$ cat config.mk
export PLATFORM = sky130hd
export DESIGN_NAME = vga_timing_ctrl
export DESIGN_NICKNAME = d
export VERILOG_FILES = /design/src/rtl/vga_pkg.sv /design/src/rtl/vga_timing_ctrl.sv
export SDC_FILE = /design/constraint.sdc
export NUM_CORES = 1
export LEC_CHECK = 0
export BUFFER_PORTS_ARGS = -buffer_cell sky130_fd_sc_hd__clkbuf_2
export CAP_MARGIN = 20
export CORE_ASPECT_RATIO = 0.9
export CORE_MARGIN = 2
export CORE_UTILIZATION = 28
export DETAILED_ROUTE_END_ITERATION = 8
export HOLD_SLACK_MARGIN = 0.03
export PLACE_DENSITY = 0.45
export SLEW_MARGIN = 20
export SYNTH_ARGS = -nofsm -noshare
export SYNTH_HDL_FRONTEND = slang
export SYNTH_SLANG_ARGS = --single-unit
$ cat constraint.sdc
create_clock -name clk -period 6.9 [get_ports clk]
set_clock_uncertainty 0.15 [all_clocks]
set_input_delay 1.035 -clock clk [delete_from_list [all_inputs] [get_ports clk]]
set_output_delay 1.035 -clock clk [all_outputs]
set_load 0.02 [all_outputs]
$ cat src/rtl/vga_pkg.sv
// Shared VGA timing defaults and colour constants for the timing controller
// and the pixel generators that feed it.
package vga_pkg;

  localparam int CNT_W   = 10;
  localparam int COLOR_W = 6;

  typedef logic [CNT_W-1:0]   cnt_t;
  typedef logic [COLOR_W-1:0] rgb_t;

  // 640x480 @ 60 Hz reference timing
  localparam int DEF_H_ACTIVE = 640;
  localparam int DEF_H_FP     = 16;
  localparam int DEF_H_SYNC   = 96;
  localparam int DEF_H_BP     = 48;
  localparam int DEF_V_ACTIVE = 480;
  localparam int DEF_V_FP     = 10;
  localparam int DEF_V_SYNC   = 2;
  localparam int DEF_V_BP     = 33;
  localparam int DEF_CLK_DIV  = 1;

  localparam rgb_t RED   = 6'b110000;
  localparam rgb_t BLACK = 6'b000000;

  // True when lo <= val < hi.
  function automatic logic in_zone(input cnt_t val, input int lo, input int hi);
    return (int'(val) >= lo) && (int'(val) < hi);
  endfunction

endpackage

$ cat src/rtl/vga_timing_ctrl.sv
// VGA raster timing: pixel-rate divider, h/v counters, sync/active decode and
// a one-pixel-latency registered output stage toward the DAC.
module vga_timing_ctrl
  import vga_pkg::*;
#(
  parameter int H_ACTIVE = DEF_H_ACTIVE,
  parameter int H_FP     = DEF_H_FP,
  parameter int H_SYNC   = DEF_H_SYNC,
  parameter int H_BP     = DEF_H_BP,
  parameter int V_ACTIVE = DEF_V_ACTIVE,
  parameter int V_FP     = DEF_V_FP,
  parameter int V_SYNC   = DEF_V_SYNC,
  parameter int V_BP     = DEF_V_BP,
  parameter int CLK_DIV  = DEF_CLK_DIV
) (
  input  logic         clk,
  input  logic         rst_n,
  output logic [9:0]   colPos,
  output logic [9:0]   rowPos,
  input  logic [5:0]   color,
  output logic [5:0]   vga_rgb,
  output logic         hsync,
  output logic         vsync,
  output logic         video_on,
  output logic         frame_tick
);

  localparam int H_TOTAL = H_ACTIVE + H_FP + H_SYNC + H_BP;
  localparam int V_TOTAL = V_ACTIVE + V_FP + V_SYNC + V_BP;

  localparam cnt_t H_LAST  = cnt_t'(H_TOTAL - 1);
  localparam cnt_t V_LAST  = cnt_t'(V_TOTAL - 1);
  localparam cnt_t H_ACT_C = cnt_t'(H_ACTIVE);
  localparam cnt_t V_ACT_C = cnt_t'(V_ACTIVE);

  localparam int HS_START = H_ACTIVE + H_FP;
  localparam int HS_END   = H_ACTIVE + H_FP + H_SYNC;
  localparam int VS_START = V_ACTIVE + V_FP;
  localparam int VS_END   = V_ACTIVE + V_FP + V_SYNC;

  logic pix_en;

  // Divide-by-1 needs no counter: every clk is a pixel.
  generate
    if (CLK_DIV <= 1) begin : g_no_div
      assign pix_en = 1'b1;
    end else begin : g_div
      localparam logic [1:0] DIV_LAST = 2'(CLK_DIV - 1);
      logic [1:0] div_reg;

      always_ff @(posedge clk or negedge rst_n) begin
        if (!rst_n) begin
          div_reg <= '0;
        end else if (div_reg == DIV_LAST) begin
          div_reg <= '0;
        end else begin
          div_reg <= div_reg + 2'd1;
        end
      end

      assign pix_en = (div_reg == DIV_LAST);
    end
  endgenerate

  cnt_t h_cnt_reg, h_cnt_next;
  cnt_t v_cnt_reg, v_cnt_next;

  always_comb begin
    h_cnt_next = h_cnt_reg;
    v_cnt_next = v_cnt_reg;
    if (pix_en) begin
      if (h_cnt_reg == H_LAST) begin
        h_cnt_next = '0;
        if (v_cnt_reg == V_LAST) begin
          v_cnt_next = '0;
        end else begin
          v_cnt_next = v_cnt_reg + cnt_t'(1);
        end
      end else begin
        h_cnt_next = h_cnt_reg + cnt_t'(1);
      end
    end
  end

  always_ff @(posedge clk or negedge rst_n) begin
    if (!rst_n) begin
      h_cnt_reg <= '0;
      v_cnt_reg <= '0;
    end else begin
      h_cnt_reg <= h_cnt_next;
      v_cnt_reg <= v_cnt_next;
    end
  end

  logic active_raw;
  logic hsync_raw;
  logic vsync_raw;

  assign active_raw = (h_cnt_reg < H_ACT_C) && (v_cnt_reg < V_ACT_C);
  assign hsync_raw  = ~in_zone(h_cnt_reg, HS_START, HS_END);
  assign vsync_raw  = ~in_zone(v_cnt_reg, VS_START, VS_END);

  rgb_t rgb_reg;
  logic hsync_reg;
  logic vsync_reg;
  logic video_on_reg;

  // All four outputs load on the same strobe so colour and syncs stay aligned.
  always_ff @(posedge clk or negedge rst_n) begin
    if (!rst_n) begin
      rgb_reg      <= BLACK;
      hsync_reg    <= 1'b1;
      vsync_reg    <= 1'b1;
      video_on_reg <= 1'b0;
    end else if (pix_en) begin
      rgb_reg      <= active_raw ? color : BLACK;
      hsync_reg    <= hsync_raw;
      vsync_reg    <= vsync_raw;
      video_on_reg <= active_raw;
    end
  end

  assign colPos     = h_cnt_reg;
  assign rowPos     = v_cnt_reg;
  assign vga_rgb    = rgb_reg;
  assign hsync      = hsync_reg;
  assign vsync      = vsync_reg;
  assign video_on   = video_on_reg;
  assign frame_tick = pix_en && (h_cnt_reg == '0) && (v_cnt_reg == V_ACT_C);

endmodule

==> results of run 1 <==
[logic make-up (layout without fill, tap and decap cells)]
family	after synthesis	in the layout	share of synthesized area
xor gates and xnor gates	13	13	0.0872
adders and majority gates	4	4	0.0383
AOI/OAI and AO/OA	11	11	0.0517
buffers and inverters	11	53	0.0335
DFF	29	29	0.557
and+or+nand+nor	57	57	0.232
[report_power, final]
| group | internal, uW | switching, uW |
|---|---|---|
| clock | 118 | 60.1 |
| combinational | 3.37 | 6.92 |
| sequential | 172 | 0.426 |
[through the flow]
step	setup WS, ps	instance area (um^2)	hold WS (ps)	instances
finish	3900	1670	366	229
global placement	4220	1560	347	221
global route	3800	1670	402	229
floorplan	4240	1310	450	125
CTS	3880	1670	371	229
detailed placement	4200	1560	362	221
[worst reg2reg max path, delay by kind of cell (launching register included)]
family,cells,cell delay (ps)
simple gates,3,1330
compound gates,1,150
fa+ha+maj,1,240
flops,1,420
[cell usage after synthesis]
| cell type | number |
|---|---|
| dfrtp_1 | 27 |
| nand3_1 | 12 |
| nor2_1 | 11 |
| inv_1 | 8 |
| xnor2_1 | 7 |
| and2_1 | 6 |
| nor4_1 | 6 |
| xor2_1 | 6 |
| and3_1 | 5 |
| nand2_1 | 5 |
| o21ai_0 | 5 |
| ha_1 | 4 |
| nand4_1 | 3 |
| nor3_1 | 3 |
| or3_1 | 3 |
| dfstp_2 | 2 |
| o31ai_1 | 2 |
| or4_1 | 2 |
| a21oi_1 | 1 |
| a31oi_1 | 1 |
| and3b_1 | 1 |
| buf_2 | 1 |
| clkbuf_1 | 1 |
| clkbuf_2 | 1 |
| o21a_1 | 1 |
| o31a_1 | 1 |
[per-layer routing]
| layer | GRT usage | vias up | wire, um |
|---|---|---|---|
| met4 | 0.0614 | 0 | 48 |
| met2 | 0.202 | 31 | 1310 |
| met5 | 0 | - | 0 |
| met3 | 0.0417 | 7 | 157 |
| met1 | 0.169 | 499 | 1470 |
| li1 | - | 515 | - |
[worst min path at each step]
stage               slack (ps)         to       from  cells after the start
floorplan                  450  rowPos[7]  rowPos[7]                      1
global placement           350  rowPos[7]  rowPos[7]                      1
detailed placement         360  rowPos[8]  rowPos[8]                      1
CTS                        370  rowPos[7]  rowPos[7]                      1
global route               400  rowPos[6]  rowPos[6]                      1
finish                     370  rowPos[8]  rowPos[8]                      1
[area by class of cell]
| cell class | instances | area (um^2) | share of cell area |
|---|---|---|---|
| Sequential cell | 29 | 728 | 0.436 |
| Multi-Input combinational cell | 85 | 534 | 0.320 |
| Timing Repair Buffer | 37 | 185 | 0.111 |
| Clock buffer | 7 | 86.3 | 0.0516 |
| Tap cell | 62 | 77.6 | 0.0464 |
| Clock inverter | 1 | 30.0 | 0.0180 |
| Inverter | 8 | 30.0 | 0.0180 |
==> metrics, run 1 <==
PwrDens 216 nW/um^2; initial antenna violation count 0; syn nets 137; vias in the first global route 1053; vias per cell 4.59; post-route setup TNS 0 ps; Synth Instances 125; most common cell after layout, fill and taps aside clkbuf_2; total power 360 uW; Yosys top cell by area dfrtp_1; YS warnings 0; Slew Viols, Final 0; total gr overflow 0; Worst setup startpoint colPos[7]; measured slew at the worst slew-check pin 788 ps; DP HPWL 2140 um; Area Overhead vs Synth 28.0%; max incr delay on CP 500 ps; CP startpoint kind flop; register area share after synthesis 0.557; share of layout cells above drive strength 1 0.275; Worst path depth 4; count of different cell masters after synthesis 26; routed wire length 2980 um; status complete, no violations; worst path required time 5710 ps; worst reg2reg setup slack 4550 ps; I/O Buffers 37; critical path cell sequence or3_1, nor4_1, and3_1, clkbuf_2; first-pass GRT wire length 5220 um; Synth Register Bits 29; total number of vias 1052; Leak 0.000805 uW; crit path capture type primary output; cts hold-fix bufs 0; # diodes 0; relative slew slack 0.471; reg2reg end rowPos[9]; # clock sinks 29; Worst EP arrival 1810 ps; RSZ-0062 raised after global routing no; number of fill cells 458; Die Span X 76.0 um; initial drt markers 36; buffer and inverter count on the worst path 1; period utilization 0.434; Critical Path Sink frame_tick; Crit Path Class reg2out; Boundary Pins 38; final core occ 0.375; highest clock rate 334 MHz; critical-path maximum fanout 7; Num CTS Buffers 5; crit-path leading delay family simple AND/OR/NAND/NOR gates; full die area 5230 um^2; mapped cell area 1310 um^2; num rows 23; most frequent cells in the layout clkbuf_2 (37), dfrtp_1 (27), nand3_1 (12); Placer Congestion 0.793; top post-synthesis cells by area dfrtp_1 (52%), xnor2_1 (4.7%), nand3_1 (4.6%), dfstp_2 (4.0%), xor2_1 (4.0%); syn_area_per_cell 10.5 um^2; Root Buffer clkbuf_8; DRC violation count after routing 0; Hold WC Path Type reg2reg; htree depth 2; clock latency on the worst-skew pair 270 ps; wire per inst 13.0 um; CTS max path bufs 2; CORE AREA 4460 um^2; Yosys top cell area share 0.517; CP max-delay cell or3_1; starting utilization of the core area 0.293; largest net degree at the start of global routing 30; final hold violations 0; CTS clk-pin slew, worst paths 60 ps; Die Y-Extent 68.8 um; Post-layout nets 178; Total GRT Usage 0.131; postcts setup bufs 0; Reg2Reg Depth 5; Critical R2R Launch colPos[0]; max-cap viol count 0; CTS tree yes; Max rail drop VDD 0.104 mV; detailed-router iteration count before antenna repair 4; Finish-stage setup viols 0; post-route minimum period 3000 ps; Post-DRT Antenna Nets 0; CTS resizes 0
Note: power is estimated with default switching activity, not from simulation.
==> inputs of run 2 (changes only) <==
ABC_AREA = 1   (was not set)
PLACE_DENSITY = 0.46   (was 0.45)
clock period = 2.73 ns   (was 6.9 ns; I/O delays follow)
==> metrics, run 2 <==
status complete, no violations; first-pass GRT wire length 6130 um (+17%); CTS max path bufs 2 (unchanged); vias per cell 4.43 (-3.6%); syn_area_per_cell 8.06 um^2 (-23%); Synth Instances 185 (+48%); ys async rst share 1.00 (unchanged); CP max-delay cell dfrtp_1; Area Overhead vs Synth 26.3%; relative slew slack 0.495 (+0.0244); top post-synthesis cells by area dfrtp_1 (45%), nand2_1 (9.1%), inv_1 (8.1%), nor2_1 (6.0%), nand4_1 (4.2%); num rows 25 (+8.7%); Yosys top cell area share 0.453 (-0.0642); most used flip-flop cell after synthesis dfrtp_1; number of fill cells 563 (+23%); register area share after synthesis 0.488 (-0.0692); DP HPWL 2610 um (+22%); Hold WC Path Type in2async; CP startpoint kind flop; Total GRT Usage 0.137 (+0.00635); critical-path maximum fanout 6 (-1); initial antenna violation count 0 (unchanged); htree depth 2 (unchanged); post-route cell area 1880 um^2 (+13%); Post-synth EDFFs 0 (unchanged); Finish-stage setup viols 0 (unchanged); Crit Path Class reg2out; Die Span X 80.9 um (+6.5%); placed cell area 1750 um^2 (+12%); # clock sinks 29 (unchanged); largest net degree at the start of global routing 30 (unchanged); cts hold-fix bufs 0 (unchanged); crit path capture type primary output; max incr delay on CP 440 ps (-60 ps); PwrDens 526 nW/um^2 (+140%); mapped cell area 1490 um^2 (+14%); count of different cell masters after synthesis 24 (-7.7%); Slew Viols, Final 0 (unchanged); CTS tree yes; period utilization 0.831; vias in the first global route 1279 (+21%); Num CTS Buffers 5 (unchanged); YS warnings 0 (unchanged); DRC violation count after routing 0 (unchanged); Leak 0.000933 uW (+16%); wire per inst 12.0 um (-7.6%); RSZ-0062 raised after global routing no; initial drt markers 113 (+210%); count leader, synth nand2_1; Post-layout nets 240 (+35%); Yosys top cell by area dfrtp_1; Post-DRT Antenna Nets 0 (unchanged); CTS clk-pin slew, worst paths 60 ps (about the same); clock latency on the worst-skew pair 280 ps (about the same); critical path cell sequence inv_1, ha_1, nand3_1, nor4_1, clkbuf_2; final hold violations 0 (unchanged); Synth Register Bits 29 (unchanged); most frequent cells after synthesis nand2_1 (36), inv_1 (32), dfrtp_1 (27); most common cell after layout, fill and taps aside clkbuf_2; Placer Congestion 0.815 (+2.8%); max-cap viol count 0 (unchanged); post-route minimum period 2270 ps; # diodes 0 (unchanged); Boundary Pins 38 (unchanged); worst path required time 2170 ps (-3540 ps); full die area 5930 um^2 (+13%); total number of vias 1311 (+25%); I/O Buffers 37 (unchanged); total gr overflow 0 (unchanged); postcts setup bufs 0 (unchanged); routed wire length 3560 um (+19%); post-route setup TNS 0 ps (unchanged); highest clock rate 441 MHz; share of layout cells above drive strength 1 0.245 (-0.0309); CTS resizes 0 (unchanged); detailed-router iteration count before antenna repair 4 (unchanged); CORE AREA 5190 um^2 (+16%); measured slew at the worst slew-check pin 757 ps (-30.5 ps); most frequent cells in the layout clkbuf_2 (37), nand2_1 (36), inv_1 (32); Max rail drop VDD 0.181 mV (+74%); starting utilization of the core area 0.287 (-0.00562); Root Buffer clkbuf_8; syn nets 197 (+44%); Die Y-Extent 73.2 um (+6.5%); Worst EP arrival 1710 ps (-100 ps)
run 2: cell type report:
cell class                 count  area (um^2)  share of cell area
sequential                    29          728               0.387
tap                           67         83.8              0.0445
multi-input combinational    121          624               0.332
clock inverter                 3         65.1              0.0346
clock buffer                   5         68.8              0.0365
inverter                      34          128              0.0678
timing repair buffer          37          185              0.0983
run 2: cells by family (layout without fill, tap and decap cells):
kind of cell / Yosys count / in the layout / synth area share
compound gates: 15 / 15 / 0.0529
xor+xnor: 6 / 6 / 0.0352
fa+ha+maj: 4 / 4 / 0.0336
buf+inv: 35 / 79 / 0.0931
flops: 29 / 29 / 0.488
simple gates: 96 / 96 / 0.297
run 2: per-stage QoR:
stage	std cells	util	total power [uW]	worst slack [ps]	hold WS, ps
3_5_place_dp	288	0.337	472	728	378
4_1_cts	296	0.363	1010	420	66.3
6_report	296	0.363	991	461	43.0
3_3_place_gp	288	0.337	471	759	364
5_1_grt	296	0.363	1030	304	102
2_1_floorplan	185	-	453	579	-36.1
run 2: layer usage:
metal / GRT usage / routed length [um]
met1: 0.192 / 1790
met2: 0.201 / 1560
met3: 0.0371 / 184
met4: 0.0508 / 28
met5: 0 / 0
run 2: worst max-delay path, delay by kind of cell (launching register included):
kind / cells / cell delay (ps)
flops: 1 / 440
simple gates: 2 / 420
buf+inv: 2 / 380
fa+ha+maj: 1 / 190
run 2: final timing paths:
check | startpoint | endpoint | slack [ps] | depth (start not counted)
setup / recovery | rowPos[0] | frame_tick | 460 | 5
hold / removal | rst_n | rowPos[6] | 40 | 1
setup reg to reg | colPos[0] | rowPos[7] | 900 | 8
hold reg to reg | rowPos[1] | vsync | 430 | 1
max in group asynchronous | rst_n | colPos[7] | 1910 | 1
min in group clk | color[1] | vga_rgb[1] | 170 | 3
run 2: power by group:
group	internal, uW	leakage, uW	switching [uW]
sequential	434	0.000365	1.10
combinational	8.24	0.000500	18.6
clock	362	0.0000681	166
total	805	0.000933	186
